## config.mk

```make
export PLATFORM = sky130hd
export DESIGN_NAME = hdmi_pattern_gen
export DESIGN_NICKNAME = d
export VERILOG_FILES = /design/src/rtl/hdmi_pattern_gen.sv
export SDC_FILE = /design/constraint.sdc
export NUM_CORES = 1
export LEC_CHECK = 0
export ABC_CLOCK_PERIOD_IN_PS = 7500
export BUFFER_PORTS_ARGS = -buffer_cell sky130_fd_sc_hd__buf_4
export CORE_ASPECT_RATIO = 1.4
export CORE_MARGIN = 5
export CORE_UTILIZATION = 55
export CTS_CLUSTER_DIAMETER = 40
export DETAILED_ROUTE_END_ITERATION = 8
export GPL_TIMING_DRIVEN = 0
export PLACE_DENSITY = 0.81
export SLEW_MARGIN = 40
export SYNTH_ARGS = -nofsm -noshare
export SYNTH_HDL_FRONTEND = slang
export SYNTH_SLANG_ARGS = --single-unit
```

## constraint.sdc

```tcl
create_clock -name clock -period 7.5 [get_ports clock]
set_clock_uncertainty 0.05 [all_clocks]
set_input_delay 2.25 -clock clock [delete_from_list [all_inputs] [get_ports clock]]
set_output_delay 2.25 -clock clock [all_outputs]
set_load 0.01 [all_outputs]
```

## src/rtl/hdmi_pattern_gen.sv

```systemverilog
`timescale 1ns/1ps
`default_nettype none
// ----------------------------------------------------------------------------
// hdmi_pattern_gen : frame-synchronous 24-bit test-pattern source, 2-cycle latency
// Revision 1.0
// ----------------------------------------------------------------------------
module hdmi_pattern_gen #(
  parameter int H_ACTIVE   = 1920,
  parameter int V_ACTIVE   = 1080,
  parameter int CNT_W      = 12,
  parameter int CHECK_LOG2 = 5,
  parameter int BAR_STEP   = 4
) (
  input  logic        clock,
  input  logic        reset_n,
  input  logic        hsync_in,
  input  logic        vsync_in,
  input  logic        de_in,
  input  logic [2:0]  pattern_sel,
  input  logic [23:0] solid_rgb,
  output logic        hsync,
  output logic        vsync,
  output logic        dataEnable,
  output logic [23:0] RGBchannel,
  output logic        locked,
  output logic [7:0]  frame_count
);

  typedef logic [CNT_W:0] wide_t;

  localparam logic [CNT_W-1:0] X_MAX = CNT_W'(H_ACTIVE - 1);
  localparam logic [CNT_W-1:0] Y_MAX = CNT_W'(V_ACTIVE - 1);

  logic             hs1, vs1, de1;
  logic             vs_prev;
  logic [CNT_W-1:0] x, y, x1;
  logic             y_chk;
  logic [2:0]       active_pat;
  logic [CNT_W-1:0] bar_pos;
  logic             frame_start, line_end;
  wide_t            bar_next, bar_end;
  logic [2:0]       bar_idx;
  logic [23:0]      pattern_rgb;

  // vs_prev resets low so a reset released inside a vsync pulse cannot fake a frame start
  assign frame_start = vs_prev & ~vsync_in;
  assign line_end    = de1 & ~de_in;
  assign bar_next    = wide_t'(bar_pos) + wide_t'(BAR_STEP);

  always_ff @(posedge clock or negedge reset_n) begin
    if (!reset_n) begin
      hs1         <= 1'b1;
      vs1         <= 1'b1;
      vs_prev     <= 1'b0;
      de1         <= 1'b0;
      x           <= '0;
      y           <= '0;
      x1          <= '0;
      y_chk       <= 1'b0;
      active_pat  <= 3'd0;
      bar_pos     <= '0;
      locked      <= 1'b0;
      frame_count <= 8'd0;
    end else begin
      hs1     <= hsync_in;
      vs1     <= vsync_in;
      vs_prev <= vsync_in;
      de1     <= de_in;
      x1      <= x;
      y_chk   <= y[CHECK_LOG2];

      if (line_end)
        x <= '0;
      else if (de_in && x != X_MAX)
        x <= x + CNT_W'(1);

      if (frame_start)
        y <= '0;
      else if (line_end && y != Y_MAX)
        y <= y + CNT_W'(1);

      if (frame_start) begin
        locked     <= 1'b1;
        active_pat <= pattern_sel;
        if (locked)
          frame_count <= frame_count + 8'd1;
        if (bar_next >= wide_t'(H_ACTIVE))
          bar_pos <= CNT_W'(bar_next - wide_t'(H_ACTIVE));
        else
          bar_pos <= CNT_W'(bar_next);
      end
    end
  end

  always_comb begin
    bar_idx = 3'd0;
    for (int k = 1; k < 8; k++) begin
      if (x1 >= CNT_W'((k * H_ACTIVE + 7) / 8))
        bar_idx = 3'(k);
    end
    bar_end     = wide_t'(bar_pos) + wide_t'(16);
    pattern_rgb = 24'h000000;
    case (active_pat)
      3'd0: pattern_rgb = solid_rgb;
      // White..black bar order maps to R=~idx[1], G=~idx[2], B=~idx[0]
      3'd1: pattern_rgb = {{8{~bar_idx[1]}}, {8{~bar_idx[2]}}, {8{~bar_idx[0]}}};
      3'd2: pattern_rgb = {3{x1[7:0]}};
      3'd3: pattern_rgb = (x1[CHECK_LOG2] ^ y_chk) ? 24'hFFFFFF : 24'h000000;
      3'd4: pattern_rgb = (x1 >= bar_pos && wide_t'(x1) < bar_end) ? 24'hFFFFFF : 24'h000000;
      default: pattern_rgb = 24'h000000;
    endcase
  end

  always_ff @(posedge clock or negedge reset_n) begin
    if (!reset_n) begin
      hsync      <= 1'b1;
      vsync      <= 1'b1;
      dataEnable <= 1'b0;
      RGBchannel <= 24'h000000;
    end else begin
      hsync      <= hs1;
      vsync      <= vs1;
      dataEnable <= de1 & locked;
      RGBchannel <= (de1 & locked) ? pattern_rgb : 24'h000000;
    end
  end

endmodule
`default_nettype wire

```

==> impl_metrics.toml <==
[critical_path]
crit_slowest_cell = "or3_1"
critPathLaunchType = "input pin"
crit_top_cell = "or3_1"
cpPeakStageDelay_ns = 0.44
crit_family = "simple AND/OR/NAND/NOR gates"
timing.rr.start = "bar_pos[5]"
crit_required_ns = 7.72
crit_start = "de_in"
path_cells = "buf_4 -> nor2b_1 -> clkbuf_1 -> nand3_1 -> or3_1 -> or3_1 -> a21oi_1"
worst-setup-path-type = "in -> reg"
arrival_ns = 3.86
endpoint_kind = "register"
crit_fanout = 7
path_buf_inv = 2

[die]
rows = 41
core-area_sq_mm = 0.00898
initial_core_util_pct = 55.9
pin_count = 68
die-area_sq_mm = 0.0112
chipWidth_um = 90.7
die_y_um = 123

[layout]
final_cell_mix = "dfrtp_1, a21oi_1, buf_4"
final_nets = 678
fin_cells = 733
layout-drive-gt1-share_pct = 17.9
area.growth.synth_to_final_pct = 18.7
final_area_sq_mm = 0.00596
nFillCells = 718
diodes = 0
final_common_cell = "dfrtp_1"

[synth]
synth_area_leader_cell = "dfrtp_1"
async_reset_ff_share_pct = 100
synth_edf_count = 0
synthCells = 543
yosys_warnings = 0
synth.cell_area_sq_mm = 0.00502
synth-main-ff-cell = "dfrtp_1"
ys_seq_area_share_pct = 45.0
synth_top_area_share_pct = 42.9
ys_ff_latch = 90
yosysUniqueCellTypes = 62
synthTopCellsByArea = "dfrtp_1, a21oi_1, ha_1, xnor2_1, nand2_1"
synth_fp_nets = 600
syn_avg_cell_area_sq_um = 9.24

[place]
numPortBuffers = 67
place_ws_ns = 3.51
placed_area_sq_mm = 0.00566
dpl.cell_count = 717
place_congestion = 0.926
place_hpwl_mm = 8.82

[pwr]
clock_power_share_pct = 27.4
swShare_pct = 35.1
ir_worst_vdd_v = 0.000172
p_switching_w = 0.000580
seqPwrFrac_pct = 37.7
leakagePower_nw = 2.68
p_per_area_mw_per_mm2 = 277
internal_power_w = 0.00107
p_comb_share_pct = 34.8

[hold_path]
hold_path_class = "reg -> reg"
hold_start = "hs1"

[timing]
setup_tns_ns = 0
worst_slack_ns = 3.86
slew_headroom_pct = 54.6
layout_min_cycle_time_ns = 3.64
fmax_mhz = 275
fin_crit_sh_pct = 48.5
hold_viol_final = 0
grt_setup_unrepaired = "false"
worstMarginPinSlew_ns = 0.681
setup_viol = 0
slew_violations = 0

[routing]
drt_iter0_markers = 298
vias = 4263
first_pass_iters = 5
wl_per_cell_um = 16.4
viasPerCell = 5.82
ant_nets = 0
drc_errors = 0
routed_wl_mm = 12.0

[clock_tree]
cts_tree = "built"
cts_setup_buffers = 0
htreeDepth = 3
clockRootBuffer = "clkbuf_16"
worstSkewPairLatency_ns = 0.35
cts.sink_count = 90
clkTransAtPathRegs_ns = 0.06
cts_inserted_buffers = 9
ctsHoldBuffers = 0
ctsLongestPathBuffers = 2
cts_resized = 0

[global_routing]
grt_pass1_vias = 4216
grtUsageTotal_pct = 22.3
grt_remaining_overflow = 0
antenna_found_initial = 0
grt_pass1_wl_mm = 20.1
grt_start_max_net_pins = 91

[job]
cap_violations = 0

[run_status]
status = "completed"
==> power by group through the flow <==
stage               combinational, W  clock [W]  sequential [W]
finish                      0.000576   0.000453        0.000624
floorplan                   0.000394          0        0.000628
global placement            0.000550          0        0.000627
detailed placement          0.000567          0        0.000631
CTS                         0.000573   0.000459        0.000623
global route                0.000639   0.000479        0.000635
==> registers in the layout (all words and copies together), names as in the netlist <==
signal       cells
RGBchannel      24
x1              12
x               12
y               12
bar_pos         10
frame_count      8
active_pat       3
dataEnable       1
de1              1
hs1              1
hsync            1
locked           1
vs1              1
vs_prev          1
vsync            1
y_chk            1
==> cells in the mapped netlist (6+ instances only) <==
| cell | n |
|---|---|
| or3_1 | 6 |
| inv_1 | 17 |
| nand2b_1 | 30 |
| dfrtp_1 | 86 |
| xor2_1 | 11 |
| nand4_1 | 11 |
| nand3_1 | 21 |
| xnor2_1 | 23 |
| nor2_1 | 31 |
| ha_1 | 25 |
| o21ai_0 | 22 |
| nand2_1 | 53 |
| a21oi_1 | 71 |
| clkbuf_1 | 20 |
| nor3_1 | 30 |
==> cell families after synthesis <==
family	share of synthesized area (%)
and+or+nand+nor	21.8
AOI/OAI and AO/OA	15.8
DFF	45.0
buffers and inverters	4.51
xor gates and xnor gates	5.93
adders and majority gates	6.43
muxes	0.623
==> path summary, 6_finish.rpt <==
kind | depth (start not counted) | slack [ns] | to
min in group asynchronous | 1 | 1.90 | RGBchannel[18]
hold / removal | 0 | 0.31 | hsync
setup reg to reg | 12 | 4.58 | RGBchannel[16]
max in group asynchronous | 1 | 5.02 | bar_pos[11]
hold reg to reg | 0 | 0.31 | hsync
setup / recovery | 7 | 3.86 | y[11]
==> cell type report <==
type | count | area [sq um] | area share (%)
multi-input combinational | 403 | 2530 | 42.5
timing repair buffer | 67 | 509 | 8.55
sequential | 90 | 2260 | 37.9
buffer | 32 | 159 | 2.67
clock buffer | 13 | 250 | 4.20
tap | 107 | 134 | 2.25
inverter | 18 | 67.6 | 1.13
clock inverter | 3 | 47.5 | 0.798
==> through the flow <==
step | hold slack, ns | power (W) | utilization (%)
5_1_grt | 0.307 | 0.00175 | 66.4
6_report | 0.305 | 0.00165 | 66.4
4_1_cts | 0.306 | 0.00165 | 66.4
3_3_place_gp | 0.298 | 0.00118 | 63.0
3_5_place_dp | 0.298 | 0.00120 | 63.0
2_1_floorplan | 0.295 | 0.00102 | -
==> metal layers <==
layer	global-route usage, %	vias up	part of all wire [%]	wire (um)
met5	0	-	0	0
met1	25.8	2027	40	4840
met4	9.40	0	2.1	248
met3	4.26	22	5.1	614
met2	40.4	146	52	6300
li1	-	2068	-	-
Power figures use the tool's default switching activity.
